<file path="src/rtl/alu_seq_if.sv">
// alu_seq_if: request, ALU-drive and response signals of the multi-byte ALU sequencer.
// Optional req_cin is present only when ALU_SEQ_CIN_EN is defined.
`default_nettype none

interface alu_seq_if #(
  parameter int BYTES = 4
);
  logic                 req_valid;
  logic                 req_ready;
  logic [1:0]           req_op;
  logic [8*BYTES-1:0]   req_a;
  logic [8*BYTES-1:0]   req_b;
`ifdef ALU_SEQ_CIN_EN
  logic                 req_cin;
`endif
  logic [3:0]           alu_ctrl;
  logic [7:0]           alu_a;
  logic [7:0]           alu_b;
  logic                 alu_cin;
  logic [7:0]           alu_out;
  logic                 alu_cout;
  logic                 rsp_valid;
  logic                 rsp_ready;
  logic [8*BYTES-1:0]   rsp_result;
  logic                 rsp_carry;

`ifdef ALU_SEQ_CIN_EN
  modport slave (
    input  req_valid, req_op, req_a, req_b, req_cin, alu_out, alu_cout, rsp_ready,
    output req_ready, alu_ctrl, alu_a, alu_b, alu_cin, rsp_valid, rsp_result, rsp_carry
  );
  modport master (
    output req_valid, req_op, req_a, req_b, req_cin, alu_out, alu_cout, rsp_ready,
    input  req_ready, alu_ctrl, alu_a, alu_b, alu_cin, rsp_valid, rsp_result, rsp_carry
  );
`else
  modport slave (
    input  req_valid, req_op, req_a, req_b, alu_out, alu_cout, rsp_ready,
    output req_ready, alu_ctrl, alu_a, alu_b, alu_cin, rsp_valid, rsp_result, rsp_carry
  );
  modport master (
    output req_valid, req_op, req_a, req_b, alu_out, alu_cout, rsp_ready,
    input  req_ready, alu_ctrl, alu_a, alu_b, alu_cin, rsp_valid, rsp_result, rsp_carry
  );
`endif
endinterface

`default_nettype wire

</file>
<file path="src/rtl/alu_seq.sv">
// ============================================================================
// Module  : alu_seq
// Brief   : Byte-serial sequencer driving an 8-bit ALU over BYTES-wide operands,
//           LSB first, with carry chaining. Optional macro ALU_SEQ_CIN_EN adds req_cin.
// Revision: 1.0 - initial release
// ============================================================================
`default_nettype none

module alu_seq #(
  parameter int BYTES = 4
) (
  input  logic       clk,
  input  logic       rst_n,
  alu_seq_if.slave   bus
);

  localparam int         c_idx_w  = (BYTES > 1) ? $clog2(BYTES) : 1;
  localparam logic [c_idx_w-1:0] c_last = c_idx_w'(BYTES - 1);

  // ALU opcodes, matching the definitions package encoding
  localparam logic [3:0] c_k_add  = 4'd0;
  localparam logic [3:0] c_k_addc = 4'd1;
  localparam logic [3:0] c_k_and  = 4'd2;
  localparam logic [3:0] c_k_or   = 4'd3;
  localparam logic [3:0] c_k_neg  = 4'd4;

  localparam logic [1:0] c_op_add = 2'd0;
  localparam logic [1:0] c_op_and = 2'd1;
  localparam logic [1:0] c_op_or  = 2'd2;

  localparam logic [1:0] c_st_idle = 2'd0;
  localparam logic [1:0] c_st_run  = 2'd1;
  localparam logic [1:0] c_st_done = 2'd2;

  logic [1:0]         r_state;
  logic [1:0]         r_op;
  logic [8*BYTES-1:0] r_a;
  logic [8*BYTES-1:0] r_b;
`ifdef ALU_SEQ_CIN_EN
  logic               r_cin;
`endif
  logic [c_idx_w-1:0] r_idx;
  logic               r_carry;
  logic [8*BYTES-1:0] r_acc;
  logic [8*BYTES-1:0] r_result;
  logic               r_rsp_carry;

  logic [3:0]         w_ctrl;
  logic [7:0]         w_alu_a;
  logic [7:0]         w_alu_b;
  logic               w_alu_cin;
  logic [8*BYTES-1:0] w_acc_next;
  logic [c_idx_w+2:0] w_bit_base;

  assign w_bit_base = {r_idx, 3'b000};

  always_comb begin
    w_ctrl    = c_k_add;
    w_alu_a   = 8'd0;
    w_alu_b   = 8'd0;
    w_alu_cin = 1'b0;
    if (r_state == c_st_run) begin
      w_alu_a = r_a[w_bit_base +: 8];
      w_alu_b = r_b[w_bit_base +: 8];
      case (r_op)
        c_op_add: begin
          if (r_idx == '0) begin
`ifdef ALU_SEQ_CIN_EN
            w_ctrl    = c_k_addc;
            w_alu_cin = r_cin;
`else
            w_ctrl    = c_k_add;
`endif
          end else begin
            w_ctrl    = c_k_addc;
            w_alu_cin = r_carry;
          end
        end
        c_op_and: w_ctrl = c_k_and;
        c_op_or:  w_ctrl = c_k_or;
        default:  w_ctrl = c_k_neg;
      endcase
    end
  end

  // Accumulator with the current ALU byte merged in; feeds the result register on the last byte
  always_comb begin
    w_acc_next                 = r_acc;
    w_acc_next[w_bit_base +: 8] = bus.alu_out;
  end

  always_ff @(posedge clk or negedge rst_n) begin
    if (!rst_n) begin
      r_state     <= c_st_idle;
      r_op        <= 2'd0;
      r_a         <= '0;
      r_b         <= '0;
`ifdef ALU_SEQ_CIN_EN
      r_cin       <= 1'b0;
`endif
      r_idx       <= '0;
      r_carry     <= 1'b0;
      r_acc       <= '0;
      r_result    <= '0;
      r_rsp_carry <= 1'b0;
    end else begin
      case (r_state)
        c_st_idle: begin
          if (bus.req_valid) begin
            r_op    <= bus.req_op;
            r_a     <= bus.req_a;
            r_b     <= bus.req_b;
            r_idx   <= '0;
            r_acc   <= '0;
`ifdef ALU_SEQ_CIN_EN
            r_cin   <= bus.req_cin;
            r_carry <= (bus.req_op == c_op_add) ? bus.req_cin : 1'b0;
`else
            r_carry <= 1'b0;
`endif
            r_state <= c_st_run;
          end
        end
        c_st_run: begin
          r_acc   <= w_acc_next;
          r_carry <= (r_op == c_op_add) ? bus.alu_cout : 1'b0;
          r_idx   <= r_idx + c_idx_w'(1);
          if (r_idx == c_last) begin
            r_result    <= w_acc_next;
            r_rsp_carry <= (r_op == c_op_add) ? bus.alu_cout : 1'b0;
            r_state     <= c_st_done;
          end
        end
        c_st_done: begin
          if (bus.rsp_ready) begin
            r_state <= c_st_idle;
          end
        end
        default: r_state <= c_st_idle;
      endcase
    end
  end

  assign bus.req_ready  = (r_state == c_st_idle);
  assign bus.rsp_valid  = (r_state == c_st_done);
  assign bus.rsp_result = r_result;
  assign bus.rsp_carry  = r_rsp_carry;
  assign bus.alu_ctrl   = w_ctrl;
  assign bus.alu_a      = w_alu_a;
  assign bus.alu_b      = w_alu_b;
  assign bus.alu_cin    = w_alu_cin;

endmodule

`default_nettype wire

</file>
<file path="src/flat_wrapper.sv">
// flat-port wrapper written by rule: the top's interface ports become plain ports
module alu_seq_flat 
#(
  parameter int BYTES = 4
)
  (clk, rst_n, bus_req_valid, bus_req_op, bus_req_a, bus_req_b, bus_alu_out, bus_alu_cout, bus_rsp_ready, bus_req_ready, bus_alu_ctrl, bus_alu_a, bus_alu_b, bus_alu_cin, bus_rsp_valid, bus_rsp_result, bus_rsp_carry);
  alu_seq_if #(.BYTES(BYTES)) bus_i ();
  input  logic clk;
  input  logic rst_n;
  input wire logic [$bits(bus_i.req_valid)-1:0] bus_req_valid;
  input wire logic [$bits(bus_i.req_op)-1:0] bus_req_op;
  input wire logic [$bits(bus_i.req_a)-1:0] bus_req_a;
  input wire logic [$bits(bus_i.req_b)-1:0] bus_req_b;
  input wire logic [$bits(bus_i.alu_out)-1:0] bus_alu_out;
  input wire logic [$bits(bus_i.alu_cout)-1:0] bus_alu_cout;
  input wire logic [$bits(bus_i.rsp_ready)-1:0] bus_rsp_ready;
  output wire logic [$bits(bus_i.req_ready)-1:0] bus_req_ready;
  output wire logic [$bits(bus_i.alu_ctrl)-1:0] bus_alu_ctrl;
  output wire logic [$bits(bus_i.alu_a)-1:0] bus_alu_a;
  output wire logic [$bits(bus_i.alu_b)-1:0] bus_alu_b;
  output wire logic [$bits(bus_i.alu_cin)-1:0] bus_alu_cin;
  output wire logic [$bits(bus_i.rsp_valid)-1:0] bus_rsp_valid;
  output wire logic [$bits(bus_i.rsp_result)-1:0] bus_rsp_result;
  output wire logic [$bits(bus_i.rsp_carry)-1:0] bus_rsp_carry;
  assign bus_i.req_valid = bus_req_valid;
  assign bus_i.req_op = bus_req_op;
  assign bus_i.req_a = bus_req_a;
  assign bus_i.req_b = bus_req_b;
  assign bus_i.alu_out = bus_alu_out;
  assign bus_i.alu_cout = bus_alu_cout;
  assign bus_i.rsp_ready = bus_rsp_ready;
  assign bus_req_ready = bus_i.req_ready;
  assign bus_alu_ctrl = bus_i.alu_ctrl;
  assign bus_alu_a = bus_i.alu_a;
  assign bus_alu_b = bus_i.alu_b;
  assign bus_alu_cin = bus_i.alu_cin;
  assign bus_rsp_valid = bus_i.rsp_valid;
  assign bus_rsp_result = bus_i.rsp_result;
  assign bus_rsp_carry = bus_i.rsp_carry;
  alu_seq #(.BYTES(BYTES)) u_core (.clk(clk), .rst_n(rst_n), .bus(bus_i));
endmodule
</file>
<file path="config.mk">
export PLATFORM = sky130hd
export DESIGN_NAME = alu_seq_flat
export DESIGN_NICKNAME = d
export VERILOG_FILES = /design/src/rtl/alu_seq_if.sv /design/src/rtl/alu_seq.sv /design/src/flat_wrapper.sv
export SDC_FILE = /design/constraint.sdc
export NUM_CORES = 1
export LEC_CHECK = 0
export ABC_AREA = 1
export ABC_CLOCK_PERIOD_IN_PS = 2100
export CAP_MARGIN = 20
export CORE_AREA = 3 3 122 124
export DETAILED_ROUTE_END_ITERATION = 10
export DIE_AREA = 0 0 125 127
export GPL_TIMING_DRIVEN = 0
export PLACE_DENSITY = 0.77
export SYNTH_ARGS = -nofsm -noshare
export SYNTH_HDL_FRONTEND = slang
export SYNTH_SLANG_ARGS = --single-unit
export TNS_END_PERCENT = 20
</file>
<file path="constraint.sdc">
create_clock -name clk -period 2.1 [get_ports clk]
set_clock_uncertainty 0.15 [all_clocks]
set_input_delay 0.42 -clock clk [delete_from_list [all_inputs] [get_ports clk]]
set_output_delay 0.42 -clock clk [all_outputs]
set_load 0.02 [all_outputs]
</file>
[Word-level counts from Yosys, hierarchy flattened]
Index checks and enable logic that the tools add are counted.
Operators by class
  shift operators: 4
  $add $sub $neg: 2
  muxes and demuxes: 20
  equality and inequality tests: 8
  reductions and logical operators: 8
Operators with widths (number)
  one-hot mux 32 bit (2 select lines): 1
  indexed part select 32 x 6 -> 8 bit: 2
  bitwise mux 32 bit: 1
  two-way mux 32 bit: 1
  variable shift 8 x 7 -> 32 bit (first input constant): 1
  indexed part select 8 x 7 -> 32 bit: 1
  two-way mux 8 bit: 2
  one-hot mux 3 bit (3 select lines): 1
  two-way mux 2 bit: 4
  negation 5 -> 7 bit: 1
  equality test 2 bit (second input constant): 3
  zero test 2 bit: 3
  two-way mux 1 bit: 6
  != test 2 bit (second input constant): 3
  one-hot mux 2 bit (3 select lines): 1
  AND reduction 2 bit: 3
  equality test 2 x 1 -> 1 bit (second input constant): 2
  one-hot mux 2 bit (2 select lines): 1
  two-way mux 3 bit: 1
  AND reduction 3 bit: 1
  adder 2 x 1 -> 2 bit (second input constant): 1
  one-hot mux 1 bit (2 select lines): 1
  nonzero test 2 bit: 1
Word-level totals
  bits of input ports: 79
  output and inout bits: 56
  logic and storage cells: 51
  flip-flop bits (word level): 136

[Logic depth before layout (Yosys ltp)]
Gate-level depths: netlist of the first run.
  depth after elaboration: 4
  gate-level depth with buffers: 11
  depth with buffers taken out: 9

[Worst setup path after synthesis of the first run]
No wires, ideal clock.
  kind: reg-to-output
  from: register u_core.r_idx[1]
  to: output bus_alu_ctrl[0]
  stages on the path, launching flop included: 8
  required time: 1.530 ns
  path buffers: 2
  slack: -0.194 ns
  arrival: 1.724 ns
  path through: dfrtp_1 buf_2 inv_2 buf_2 ha_1 inv_1 a21oi_1 a211oi_1
Between the ends
  word-level cells in the longest chain between the ends: 4
Ends and longest elaborated chain
  start, declared: line alu_seq.sv:42  | logic [c_idx_w-1:0] r_idx;
  start signal, assigned: line alu_seq.sv:127  | r_idx <= r_idx + c_idx_w'(1);
  zero test 2 bit: line alu_seq.sv:67  | if (r_idx == '0) begin
  two-way mux 1 bit: line alu_seq.sv:67
  one-hot mux 3 bit (3 select lines): line alu_seq.sv:65  | case (r_op)
  two-way mux 3 bit: line alu_seq.sv:62  | if (r_state == c_st_run) begin
  end, declared: line flat_wrapper.sv:18  | output wire logic [$bits(bus_i.alu_ctrl)-1:0] bus_alu_ctrl;
No other way between the ends.

[Worst setup path in the final report of the first run]
  from: register u_core.r_idx[0]
  to: output bus_alu_a[5]
Between the ends
  word-level cells in the longest chain between the ends: 2
Ends and longest elaborated chain
  indexed part select 32 x 6 -> 8 bit: line alu_seq.sv:63  | w_alu_a = r_a[w_bit_base +: 8];
  two-way mux 8 bit: line alu_seq.sv:62
  end, declared: line flat_wrapper.sv:19  | output wire logic [$bits(bus_i.alu_a)-1:0] bus_alu_a;
No other way between the ends.

==> results of run 1 <==
==> metal layers <==
layer	track usage [%]	vias up
met5	0	-
li1	-	3068
met4	8.227	0
met3	5.769	30
met1	30.49	2938
met2	42.20	252
==> placed cells by master, fill, tap and decap left out, types with 3 or more instances in the layout <==
cell / Yosys / layout
sky130_fd_sc_hd__a21oi_1: 34 / 21
sky130_fd_sc_hd__a21oi_2: 1 / 13
sky130_fd_sc_hd__buf_1: 3 / 3
sky130_fd_sc_hd__buf_2: 25 / 14
sky130_fd_sc_hd__buf_4: 8 / 40
sky130_fd_sc_hd__buf_6: 4 / 19
sky130_fd_sc_hd__buf_8: 0 / 3
sky130_fd_sc_hd__bufinv_16: 0 / 3
sky130_fd_sc_hd__clkbuf_1: 8 / 6
sky130_fd_sc_hd__clkbuf_16: 0 / 18
sky130_fd_sc_hd__clkdlybuf4s50_1: 0 / 110
sky130_fd_sc_hd__clkinv_2: 0 / 4
sky130_fd_sc_hd__clkinvlp_4: 0 / 5
sky130_fd_sc_hd__dfrtp_1: 136 / 135
sky130_fd_sc_hd__ha_1: 8 / 6
sky130_fd_sc_hd__inv_1: 35 / 31
sky130_fd_sc_hd__inv_2: 4 / 4
sky130_fd_sc_hd__inv_4: 2 / 4
sky130_fd_sc_hd__nand2_1: 411 / 407
sky130_fd_sc_hd__nand2_2: 2 / 5
sky130_fd_sc_hd__nand3_1: 58 / 57
sky130_fd_sc_hd__nand4_1: 8 / 8
sky130_fd_sc_hd__nor2_1: 98 / 75
sky130_fd_sc_hd__nor2_2: 1 / 19
sky130_fd_sc_hd__nor2_4: 1 / 6
sky130_fd_sc_hd__o21ai_0: 18 / 9
sky130_fd_sc_hd__o21ai_1: 4 / 11
==> state kept, by name (all words and copies together), names as in the netlist <==
register / cells
u_core.r_state: 2
u_core.r_idx: 2
u_core.r_carry: 1
u_core.r_a: 32
u_core.r_b: 32
u_core.r_acc: 32
u_core.bus.rsp_carry: 1
u_core.bus.rsp_result: 32
u_core.r_op: 2
==> area by class of cell <==
class | instances | area [µm²]
Buffer | 46 | 385.4
Clock buffer | 20 | 446.7
Clock inverter | 12 | 148.9
Multi-Input combinational cell | 649 | 2903
Sequential cell | 136 | 3405
Tap cell | 180 | 225.2
Fill cell | 1135 | 4651
Timing Repair Buffer | 156 | 1533
Inverter | 42 | 183.9
==> cell families after synthesis <==
logic type / count (synthesis) / synth area share (%)
compound gates: 60 / 4.742
flops: 136 / 52.01
other cells: 1 / 0.05731
buf+inv: 90 / 6.635
simple gates: 580 / 35.03
fa+ha+maj: 8 / 1.530
==> power groups by stage <==
stage               registers, mW  clock network (mW)  logic, mW
floorplan                    4.45                   0       3.81
global placement             4.24                   0       6.28
detailed placement           4.28                   0       6.39
CTS                          4.26                3.04       7.33
global route                 4.42                3.15       8.39
finish                       4.30                3.02       7.70
==> critical path, stage by stage, from the launching register on <==
cell and delay (ps):
sky130_fd_sc_hd__dfrtp_1 390, sky130_fd_sc_hd__buf_4 150, sky130_fd_sc_hd__buf_6 120, sky130_fd_sc_hd__buf_8 130, sky130_fd_sc_hd__nor2_2 170, sky130_fd_sc_hd__nor2_4 40
sky130_fd_sc_hd__o21ai_1 120, sky130_fd_sc_hd__a21oi_2 110, sky130_fd_sc_hd__buf_4 160
==> what timing repair did <==
action | CTS | global route
gates resized for setup | 184 | 43
setup buffers | 17 | 2
gates cloned | 3 | 0
hold endpoints to repair | 36 | 0
hold buffers | 1 | 0
endpoints found under the setup margin | 86 | 68
pin swaps | 15 | 11
==> through the flow <==
step                utilization [%]  hold slack [ps]  instances  instance area (µm²)  power, mW
finish                        66.50            306.4       1241                 9230      15.03
global placement              58.41            298.6       1188                 8108      10.52
global route                  66.50            339.6       1241                 9230      15.96
CTS                           65.77            322.7       1241                 9129      14.64
detailed placement            58.62            198.2       1189                 8137      10.67
floorplan                         -           -25.59        875                 6551      8.253
==> how the worst max path moves through the flow <==
stage | slack, ps | endpoint | depth (start not counted) | start
after floorplan | -9 | bus_alu_ctrl[0] | 7 | u_core.r_idx[1]
after global placement | -4880 | u_core.r_b[27] | 1 | rst_n
after detailed placement | -800 | bus_alu_cin | 9 | u_core.r_idx[1]
after CTS | -270 | bus_alu_ctrl[0] | 8 | u_core.r_idx[1]
after global routing | -340 | bus_alu_a[5] | 8 | u_core.r_idx[0]
final | -290 | bus_alu_a[5] | 8 | u_core.r_idx[0]
==> results_tabular.tex, run 1 <==
\begin{tabular}{lr}
\hline
Metric & Value \\
\hline
\multicolumn{2}{l}{\textbf{Status}} \\
\quad Outcome & finished with violations \\
\quad Violations in the final reports & setup timing \\
\multicolumn{2}{l}{\textbf{Timing}} \\
\quad Summed negative setup slack over all endpoints & -3234 ps \\
\quad Period utilization & 114.0\% \\
\quad Max Freq & 0.4178 GHz \\
\quad Count of pins over their slew limit & 0 \\
\quad Final min period & $\sim$2400 ps \\
\quad RSZ-0062 raised after global routing & true \\
\quad Number of hold violations in the final report & 0 \\
\quad Final setup violation count & 18 \\
\quad Post-route worst setup slack & -293.4 ps \\
\multicolumn{2}{l}{\textbf{Route}} \\
\quad Uppermost routed layer & met4 \\
\quad Number of design rule violations left after detail routing & 0 \\
\quad DRT iter0 DRCs & 580 \\
\quad Detailed-route wire length per cell & roughly 15 µm \\
\quad Detailed-route vias per instance & 5.067 \\
\quad Met3 Wirelength & 1.241 mm \\
\quad First drt pass iteration count & 7 \\
\quad Via count of the routed design & 6288 \\
\quad Antenna Nets Post-Route & 0 \\
\quad Met1 routed wirelength after detailed routing & 8.008 mm \\
\quad Overall routed net length & approximately 19 mm \\
\quad Met2 wirelength from detailed routing & roughly 9.6 mm \\
\multicolumn{2}{l}{\textbf{Place}} \\
\quad Count of buffers from port buffering & between 100 and 150 \\
\quad GPL Wtd Cong & roughly 0.88 \\
\quad HPWL after detailed placement & 12.84 mm \\
\quad Post-placement worst setup slack & -799.2 ps \\
\multicolumn{2}{l}{\textbf{Floorplanning}} \\
\quad Initial cell density of the core & around 47\% \\
\quad Row cnt & between 40 and 50 \\
\quad Core region area & about 0.014 mm² \\
\quad Top-Level Pins & between 100 and 150 \\
\quad Horizontal die dimension & about 130 µm \\
\quad Vertical die dimension & roughly 130 µm \\
\quad DIE AREA & about 0.016 mm² \\
\multicolumn{2}{l}{\textbf{Clocking}} \\
\quad Clock latency on the worst-skew pair & roughly 430 ps \\
\quad CTS tree & done \\
\quad CTS root buffer & sky130\_fd\_sc\_hd\_\_clkbuf\_16 \\
\quad Total clock sinks & about 140 \\
\quad Clock transition time at the flip-flop clock pins of the worst setup and hold paths & around 60 ps \\
\quad Number of H-tree levels & 4 \\
\quad Num CTS Buffers & 17 \\
\quad Maximum buffer depth of the clock tree & 2 \\
\multicolumn{2}{l}{\textbf{Critical path}} \\
\quad Reg2Reg Depth & 14 \\
\quad Critical-path maximum fanout & 5 \\
\quad Critical Path Start Type & flip-flop \\
\quad Critical path type & flip-flop to primary output \\
\quad Endpoint required time on the critical path & approximately 1500 ps \\
\quad R2R setup slack & 50 ps \\
\quad Capture instance of the worst register-to-register path & u\_core.bus.rsp\_result[30] \\
\quad R2R Path Start & u\_core.r\_idx[1] \\
\quad Kind of end point of the critical path & primary output \\
\quad Data arrival at the endpoint of the critical path & about 1800 ps \\
\multicolumn{2}{l}{\textbf{Pwr}} \\
\quad Switching power of the nets & around 6.4 mW \\
\quad Lkg Pwr & 4.802 nW \\
\quad Power Internal & 8.649 mW \\
\quad Max VDD drop & approximately 0.89 mV \\
\quad Power density relative to cell area & roughly 1600 mW/mm² \\
\quad Part of the power in the clock network & 20.1\% \\
\quad Fraction of power spent switching nets & between 40\% and 50\% \\
\quad Sequential cell fraction of total power & 28.6\% \\
\quad Combinational group share of total power & between 50 and 60\% \\
\multicolumn{2}{l}{\textbf{GRT}} \\
\quad Remaining global-route overflow & 0 \\
\quad Via count of the first global-routing pass & roughly 6400 \\
\quad Maximum number of pins on one net before global-route repair & around 100 \\
\quad Initial antenna violation count & 0 \\
\quad Total Routing Usage GR & 24.46\% \\
\quad Wire length of the first global-routing pass & 31.04 mm \\
\multicolumn{2}{l}{\textbf{Synth}} \\
\quad Post-synthesis area per instance & 7.479 µm² \\
\quad Leading cell types by count after synthesis & sky130\_fd\_sc\_hd\_\_nand2\_1 (411), sky130\_fd\_sc\_hd\_\_dfrtp\_1 (136), sky130\_fd\_sc\_hd\_\_nor2\_1 (98) \\
\quad Portion of synthesized cell area occupied by the leading cell type & a little over half \\
\quad Distinct cell type count of the synthesized netlist & 27 \\
\quad Area contributors post-synth & sky130\_fd\_sc\_hd\_\_dfrtp\_1 (52\%), sky130\_fd\_sc\_hd\_\_nand2\_1 (24\%), sky130\_fd\_sc\_hd\_\_nor2\_1 (5.6\%) \\
\quad Leading register cell type out of synthesis & sky130\_fd\_sc\_hd\_\_dfrtp\_1 \\
\quad Cell type with the highest aggregate area in the netlist & sky130\_fd\_sc\_hd\_\_dfrtp\_1 \\
\quad Synth Register Bits & around 140 \\
\quad Post-Synthesis Net Count & between 900 and 1000 \\
\quad Share of async-settable or async-resettable flops after synthesis & between 90\% and 100\% \\
\quad Sequential-to-total area share from yosys stat & a little over half \\
\quad Cell area after technology mapping & about 0.0065 mm² \\
\quad Yosys Warn Count & 0 \\
\quad Number of instances in the synthesized netlist & 875 \\
\quad EDFF count, synth & 0 \\
\quad Most numerous cell in the Yosys netlist & sky130\_fd\_sc\_hd\_\_nand2\_1 \\
\multicolumn{2}{l}{\textbf{Run}} \\
\quad Max capacitance violation total & 0 \\
\multicolumn{2}{l}{\textbf{Cells and area}} \\
\quad Antenna diode count & 0 \\
\quad Proportion of layout cells with a drive suffix above 1 & 16.59\% \\
\quad Synthesis-to-layout area growth & 41.05\% \\
\quad Nets & roughly 1100 \\
\multicolumn{2}{l}{\textbf{Worst hold path}} \\
\quad Class of the worst hold path & primary input to asynchronous set/reset pin \\
\hline
\end{tabular}
Power figures use the tool's default switching activity.
==> inputs of run 2 (changes only) <==
ABC_CLOCK_PERIOD_IN_PS = default   (was 2100)
==> results of run 2 <==
The final DEF is identical to that of run 1; final timing and power are the same.
==> inputs of run 3 (changes only) <==
CTS_CLUSTER_DIAMETER = 120   (was default)
==> results of run 3 <==
The final DEF is identical to that of run 1; final timing and power are the same.
